===== src/rtl/dsi_pattern_pkg.sv =====
// Shared definitions for the DSI test-pattern sequencer: pattern codes,
// pattern count, RGB constants and the sequencer state encoding.
package dsi_pattern_pkg;

  // Fixed number of selectable patterns; pattern_sel wraps after the last one.
  localparam int NUM_PATTERNS = 5;

  localparam logic [2:0] PAT_COLORBAR = 3'd0;
  localparam logic [2:0] PAT_WHITE    = 3'd1;
  localparam logic [2:0] PAT_BLACK    = 3'd2;
  localparam logic [2:0] PAT_GRAY     = 3'd3;
  localparam logic [2:0] PAT_CHECKER  = 3'd4;

  // Pixel colours, {R,G,B}.
  localparam logic [23:0] RED   = 24'hFF0000;
  localparam logic [23:0] GREEN = 24'h00FF00;
  localparam logic [23:0] BLUE  = 24'h0000FF;
  localparam logic [23:0] WHITE = 24'hFFFFFF;
  localparam logic [23:0] BLACK = 24'h000000;

  // S_IDLE: waiting for the first frame start, lanes blanked.
  // S_SHOW: displaying pattern_sel, advancing only at frame starts.
  typedef enum logic [0:0] {
    S_IDLE = 1'b0,
    S_SHOW = 1'b1
  } seq_state_t;

endpackage


===== src/rtl/dsi_pattern_sequencer_key_debounce.sv =====
// Push-button conditioning: two-flop synchroniser, debounce counter and a
// press-once latch that re-arms only after the key has been seen released.
module key_debounce #(
  parameter int DEBOUNCE_CYCLES = 500000
) (
  input  logic lcd_clkin,
  input  logic rst_n_in,
  input  logic key_n_in,
  output logic press
);

  localparam int CW = $clog2(DEBOUNCE_CYCLES + 1);
  localparam logic [CW-1:0] CNT_MAX = CW'(DEBOUNCE_CYCLES - 1);

  logic          key_meta;
  logic          key_sync;
  logic [CW-1:0] cnt;
  logic          armed;

  // Bring the raw asynchronous key into the pixel clock domain.
  always_ff @(posedge lcd_clkin or negedge rst_n_in) begin
    if (!rst_n_in) begin
      key_meta <= 1'b0;
      key_sync <= 1'b0;
    end else begin
      key_meta <= key_n_in;
      key_sync <= key_meta;
    end
  end

  // Count stable-low cycles; emit one press per hold, re-arm on release.
  always_ff @(posedge lcd_clkin or negedge rst_n_in) begin
    if (!rst_n_in) begin
      cnt   <= '0;
      armed <= 1'b1;
      press <= 1'b0;
    end else begin
      press <= 1'b0;
      if (key_sync) begin
        cnt   <= '0;
        armed <= 1'b1;
      end else if (cnt != CNT_MAX) begin
        cnt <= cnt + 1'b1;
      end else if (armed) begin
        press <= 1'b1;
        armed <= 1'b0;
      end
    end
  end

endmodule


===== src/rtl/dsi_pattern_sequencer.sv =====
// Frame-synchronous test-pattern generator for the dual-pixel DSI path.
// Patterns change only at frame start, on a debounced key press or after a
// programmable dwell in auto mode. Two pixel lanes are registered one cycle
// behind de_in.
module dsi_pattern_sequencer
  import dsi_pattern_pkg::*;
#(
  parameter int H_ACTIVE_HALF   = 960,
  parameter int DEBOUNCE_CYCLES = 500000,
  parameter int CHECKER_SHIFT   = 5
) (
  input  logic        lcd_clkin,
  input  logic        rst_n_in,
  input  logic        de_in,
  input  logic        vsync_n_in,
  input  logic        key_n_in,
  input  logic        auto_en,
  input  logic [7:0]  dwell_frames,
  output logic        de_out,
  output logic [2:0]  pattern_sel,
  output logic        pattern_chg,
  output logic [15:0] frame_cnt,
  output logic [23:0] lcd_datain,
  output logic [23:0] lcd_datain1
);

  // Colour-bar boundaries in pixel pairs (quarter of the active line each).
  localparam logic [11:0] Q1 = 12'(H_ACTIVE_HALF / 4);
  localparam logic [11:0] Q2 = 12'(2 * (H_ACTIVE_HALF / 4));
  localparam logic [11:0] Q3 = 12'(3 * (H_ACTIVE_HALF / 4));
  localparam logic [11:0] Q4 = 12'(4 * (H_ACTIVE_HALF / 4));
  localparam logic [2:0]  LAST_PAT = 3'(NUM_PATTERNS - 1);

  seq_state_t  state, state_next;
  logic [2:0]  pattern_next;
  logic [7:0]  dwell_cnt, dwell_next;
  logic        chg_next;
  logic        advance;
  logic        vs_d;
  logic        fs;
  logic        press;
  logic        step_pending;
  logic [11:0] x, y;
  logic [11:0] p_even, p_odd;

  key_debounce #(
    .DEBOUNCE_CYCLES(DEBOUNCE_CYCLES)
  ) u_key_debounce (
    .lcd_clkin(lcd_clkin),
    .rst_n_in (rst_n_in),
    .key_n_in (key_n_in),
    .press    (press)
  );

  assign fs = vs_d & ~vsync_n_in;

  // Frame-start edge detector and free-running frame counter.
  always_ff @(posedge lcd_clkin or negedge rst_n_in) begin
    if (!rst_n_in) begin
      vs_d      <= 1'b0;
      frame_cnt <= '0;
    end else begin
      vs_d <= vsync_n_in;
      if (fs) frame_cnt <= frame_cnt + 16'd1;
    end
  end

  // Hold at most one key step; a press landing on an advancing fs survives.
  always_ff @(posedge lcd_clkin or negedge rst_n_in) begin
    if (!rst_n_in) begin
      step_pending <= 1'b0;
    end else if (press && !step_pending) begin
      step_pending <= 1'b1;
    end else if (advance) begin
      step_pending <= 1'b0;
    end
  end

  // Sequencer state and pattern registers.
  always_ff @(posedge lcd_clkin or negedge rst_n_in) begin
    if (!rst_n_in) begin
      state       <= S_IDLE;
      pattern_sel <= PAT_COLORBAR;
      dwell_cnt   <= '0;
      pattern_chg <= 1'b0;
    end else begin
      state       <= state_next;
      pattern_sel <= pattern_next;
      dwell_cnt   <= dwell_next;
      pattern_chg <= chg_next;
    end
  end

  // Next-state logic: every decision is gated by the frame-start pulse.
  always_comb begin
    state_next   = state;
    pattern_next = pattern_sel;
    dwell_next   = dwell_cnt;
    chg_next     = 1'b0;
    advance      = 1'b0;
    case (state)
      S_IDLE: begin
        if (fs) begin
          state_next   = S_SHOW;
          pattern_next = PAT_COLORBAR;
          dwell_next   = '0;
        end
      end
      S_SHOW: begin
        if (fs) begin
          advance = step_pending |
                    (auto_en & (dwell_frames != 8'd0) &
                     (dwell_cnt == dwell_frames - 8'd1));
          if (advance) begin
            pattern_next = (pattern_sel == LAST_PAT) ? PAT_COLORBAR : pattern_sel + 3'd1;
            dwell_next   = '0;
            chg_next     = 1'b1;
          end else if (dwell_cnt != 8'hFF) begin
            dwell_next = dwell_cnt + 8'd1;
          end
        end
      end
      default: state_next = S_IDLE;
    endcase
  end

  // Pixel-pair column within the line and line index within the frame.
  always_ff @(posedge lcd_clkin or negedge rst_n_in) begin
    if (!rst_n_in) begin
      x      <= '0;
      y      <= '0;
      de_out <= 1'b0;
    end else begin
      de_out <= de_in;
      x      <= de_in ? x + 12'd1 : 12'd0;
      if (fs)                  y <= '0;
      else if (de_out && !de_in) y <= y + 12'd1;
    end
  end

  assign p_even = {x[10:0], 1'b0};
  assign p_odd  = {x[10:0], 1'b1};

  function automatic logic [23:0] pattern_pixel(input logic [2:0]  pat,
                                                input logic [11:0] px,
                                                input logic [11:0] col,
                                                input logic [11:0] row);
    logic [11:0] tile;
    tile = (px >> CHECKER_SHIFT) ^ (row >> CHECKER_SHIFT);
    case (pat)
      PAT_COLORBAR: begin
        if (col < Q1)      pattern_pixel = RED;
        else if (col < Q2) pattern_pixel = GREEN;
        else if (col < Q3) pattern_pixel = BLUE;
        else if (col < Q4) pattern_pixel = WHITE;
        else               pattern_pixel = BLACK;
      end
      PAT_WHITE:   pattern_pixel = WHITE;
      PAT_BLACK:   pattern_pixel = BLACK;
      PAT_GRAY:    pattern_pixel = {px[7:0], px[7:0], px[7:0]};
      PAT_CHECKER: pattern_pixel = tile[0] ? WHITE : BLACK;
      default:     pattern_pixel = BLACK;
    endcase
  endfunction

  // Registered pixel lanes; blank outside active video and before first fs.
  always_ff @(posedge lcd_clkin or negedge rst_n_in) begin
    if (!rst_n_in) begin
      lcd_datain  <= '0;
      lcd_datain1 <= '0;
    end else if (state == S_SHOW && de_in) begin
      lcd_datain  <= pattern_pixel(pattern_sel, p_even, x, y);
      lcd_datain1 <= pattern_pixel(pattern_sel, p_odd, x, y);
    end else begin
      lcd_datain  <= '0;
      lcd_datain1 <= '0;
    end
  end

endmodule


===== config.mk =====
export PLATFORM = sky130hd
export DESIGN_NAME = dsi_pattern_sequencer
export DESIGN_NICKNAME = d
export VERILOG_FILES = /design/src/rtl/dsi_pattern_pkg.sv /design/src/rtl/dsi_pattern_sequencer_key_debounce.sv /design/src/rtl/dsi_pattern_sequencer.sv
export SDC_FILE = /design/constraint.sdc
export NUM_CORES = 1
export LEC_CHECK = 0
export CORE_MARGIN = 2
export CORE_UTILIZATION = 53
export CTS_CLUSTER_DIAMETER = 60
export DETAILED_ROUTE_END_ITERATION = 8
export PLACE_DENSITY = 0.79
export SYNTH_ARGS = -nofsm -noshare
export SYNTH_HDL_FRONTEND = slang
export SYNTH_SLANG_ARGS = --single-unit

===== constraint.sdc =====
create_clock -name lcd_clkin -period 2.2 [get_ports lcd_clkin]
set_input_delay 0.33 -clock lcd_clkin [delete_from_list [all_inputs] [get_ports lcd_clkin]]
set_output_delay 0.33 -clock lcd_clkin [all_outputs]
set_load 0.01 [all_outputs]

==> results.sh <==
export IMPL_vias=3695
export IMPL_p_int_w=0.00276
export IMPL_timing_hold_violations_final=0
export IMPL_clkTransAtPathRegs_ns=0.10
export IMPL_crit_path_end_kind="flop"
export IMPL_numCtsBuffers=9
export IMPL_skew_ns=0.0182
export IMPL_num_io_pins=83
export IMPL_first_pass_iters=5
export IMPL_path_delay_family="simple AND/OR/NAND/NOR gates"
export IMPL_htreeDepth=3
export IMPL_die_x_um=100
export IMPL_clk_latency_ns=0.38
export IMPL_cp_start_kind="input port"
export IMPL_p_clk_share_pct=28.6
export IMPL_slowest_stage="or4b_4"
export IMPL_detailed_place_hpwl_um=7270
export IMPL_irDropWorstVdd_uv=430
export IMPL_path_buf_inv=2
export IMPL_grt_pass1_wl_um=16800
export IMPL_synth_flop_cell="dfrtp_1"
export IMPL_fill_cells=728
export IMPL_yosysUniqueCellTypes=54
export IMPL_cp_max_fo=3
export IMPL_cts_root_buf="clkbuf_8"
export IMPL_dieArea_um2=10000
export IMPL_grt_setup_unrepaired="true"
export IMPL_synthArstFlopShare_pct=100
export IMPL_fp_dieH_um=100
export IMPL_wl_met3_um=424
export IMPL_grt_pass1_vias=3687
export IMPL_min_period_ns=2.16
export IMPL_cts_sinks=100
export IMPL_gr_total_overflow=0
export IMPL_timing_critical_path_slowest_cell_delay_ns=0.55
export IMPL_synth_warnings=0
export IMPL_clk_path_buf_depth=2
export IMPL_io_buffers=82
export IMPL_antenna_found_initial=0
export IMPL_arrival_ns=2.45
export IMPL_finalSetupTns_ns=0
export IMPL_highest_layer="met4"
export IMPL_p_per_area_nw_per_um2=649
export IMPL_drive_above_1_share_pct=11.8
export IMPL_worstPathCellList="clkdlybuf4s50_1 -> inv_1 -> ha_1 -> xor2_1 -> nand3_1 -> nor2_2 -> a21oi_1 -> or4b_4 -> o221ai_2"
export IMPL_synthCells=481
export IMPL_finalWirelength_um=9780
export IMPL_run_status="finished, final reports clean"
export IMPL_rows=35
export IMPL_antenna_cells=0
export IMPL_setup_viol=0
export IMPL_fin_nets=590
export IMPL_cts_tree="yes"
export IMPL_multi_input_area_um2=2210
export IMPL_period_share_pct=98.1
export IMPL_hold_slack_ns=0.359
export IMPL_initial_core_util_pct=53.7
export IMPL_drv_slew=0
export IMPL_syn_to_final_growth_pct=25.2
export IMPL_coreArea_um2=9110
export IMPL_p_leak_nw=2.67
export IMPL_gp_congestion=0.808
export IMPL_hp_class="flop to flop"
export IMPL_drtIter0Drc=169
export IMPL_synth_edf_count=0
export IMPL_critPathKind="input port to flop"
export IMPL_sw_frac_of_total_pct=30.6
export IMPL_wl_met2_um=5070
export IMPL_ant_nets=0
export IMPL_seq_area_um2=2500
export IMPL_via_per_inst=5.43
export IMPL_max_freq_mhz=463
export IMPL_slew_headroom_pct=55.2
export IMPL_p_comb_share_pct=17.9
export IMPL_synth_seq_area_share_pct=51.2
export IMPL_synth_fp_nets=506
export IMPL_grt_max_degree=41
export IMPL_critPathRequiredTime_ns=2.49
export IMPL_drc=0
export IMPL_wire_per_inst_um=14.4
export IMPL_wl_met1_um=4150
export IMPL_pwr_share_seq_pct=53.4
export IMPL_p_sw_w=0.00122
export IMPL_ys_ff_latch=100
export IMPL_track_usage_pct=21.0
export IMPL_tightestPinTransition_ns=0.671
export IMPL_avgSynthCellArea_um2=10.2
export IMPL_netlist_area_um2=4890
export IMPL_maxCapViolCount=0
sequential cells by signal (all words and copies together), names as in the netlist, 3 cells and up:
| name | cells |
|---|---|
| lcd_datain1 | 23 |
| u_key_debounce.cnt | 19 |
| frame_cnt | 16 |
| x | 12 |
| dwell_cnt | 8 |
| y | 6 |
| lcd_datain | 4 |
| pattern_sel | 3 |
stage by stage:
stage,util [%],instance area (um^2),power [W],instances,worst slack (ns)
floorplan,-,4890,0.00251,481,0.315
global placement,64.1,5840,0.00281,663,-0.318
detailed placement,64.1,5840,0.00285,663,-0.418
CTS,66.5,6060,0.00399,680,0.0279
global route,67.3,6130,0.00419,681,-0.0271
finish,67.3,6130,0.00398,681,0.0411
synthesized netlist by cell type (3+ instances only):
master | n | area [um^2]
a211oi_1 | 3 | 22.5
nand4_1 | 14 | 87.6
nor3_1 | 6 | 30.0
dfrtp_1 | 99 | 2480
and2_1 | 13 | 81.3
or2_2 | 3 | 18.8
buf_4 | 22 | 165
nand3_1 | 22 | 110
clkbuf_1 | 13 | 48.8
and3_1 | 10 | 62.6
inv_1 | 9 | 33.8
xnor2_1 | 28 | 245
ha_1 | 11 | 138
o21ai_0 | 4 | 20.0
xor2_1 | 28 | 245
a21oi_1 | 42 | 210
nand2b_1 | 7 | 43.8
a31oi_1 | 5 | 31.3
o221ai_2 | 3 | 45.0
nand2_1 | 42 | 158
nor2_1 | 49 | 184
o21ai_1 | 3 | 15.0
nor2b_1 | 8 | 50.1
power groups by stage:
stage,Clock [W],Combinational (W),Sequential (W)
3_5_place_dp,0,0.000689,0.00216
5_1_grt,0.00125,0.000792,0.00215
4_1_cts,0.00116,0.000699,0.00212
3_3_place_gp,0,0.000660,0.00215
2_1_floorplan,0,0.000359,0.00215
6_report,0.00114,0.000713,0.00213
per-layer routing:
| metal | up-vias | GRT usage (%) |
|---|---|---|
| met4 | 0 | 7.69 |
| li1 | 1790 | - |
| met2 | 99 | 36.3 |
| met1 | 1793 | 26.0 |
| met5 | - | 0 |
| met3 | 13 | 4.87 |
placed cells by master (no fill, tap or decap), drive strengths merged, types with 2 or more instances in the layout:
cell type and count:
or4 2, a21o 2, nor2b 8, nor4 3, clkinv 3, a221o 2
nand3 22, xor2 28, clkbuf 9, a31oi 5, and2 14, a21oi 42
nor3 7, o31ai 3, ha 11, xnor2 28, o21a 2, nand2 42
dfrtp 99, nand2b 8, a211oi 3, inv 12, and3 11, nor2 49
nand4 14, o221ai 3, clkdlybuf4s50 79, mux2i 2, buf 28, o21ai 7
or2 3
layout make-up:
type / count / share of cell area (%)
Clock buffer: 9 / 2.02
Clock inverter: 7 / 1.27
Inverter: 9 / 0.551
Multi-Input combinational cell: 335 / 36.0
Sequential cell: 100 / 40.9
Tap cell: 111 / 2.27
Timing Repair Buffer: 110 / 17.0
logic make-up after synthesis:
family	Yosys count	share of synthesized area [%]
DFF	100	51.2
muxes	2	0.409
xor gates and xnor gates	56	10.0
and+or+nand+nor	190	20.1
adders and majority gates	11	2.81
buffers and inverters	46	5.22
AOI/OAI and AO/OA	76	10.3
path summary, 6_finish.rpt:
kind | startpoint | end | slack (ns) | cells past startpoint
worst max-delay path | dwell_frames[1] | pattern_sel[0]$_DFFE_PN0P_ | 0.04 | 9
worst max register to register | dwell_cnt[7]$_DFFE_PN0P_ | pattern_sel[0]$_DFFE_PN0P_ | 0.14 | 6
max in group asynchronous | rst_n_in | u_key_debounce.armed$_DFFE_PN1P_ | 1.16 | 3
min in group asynchronous | rst_n_in | frame_cnt[15]$_DFFE_PN0P_ | 0.40 | 2
worst min register to register | u_key_debounce.key_meta$_DFF_PN0_ | u_key_debounce.key_sync$_DFF_PN0_ | 0.36 | 0
worst min-delay path | u_key_debounce.key_meta$_DFF_PN0_ | u_key_debounce.key_sync$_DFF_PN0_ | 0.36 | 0
repair_timing:
action,CTS,global route
setup endpoints to repair,2,16
hold endpoints to repair,27,0
pin swaps,0,5
setup buffers,0,1
resized for setup,3,8
hold buffers,1,0
Note: power is estimated with default switching activity, not from simulation.
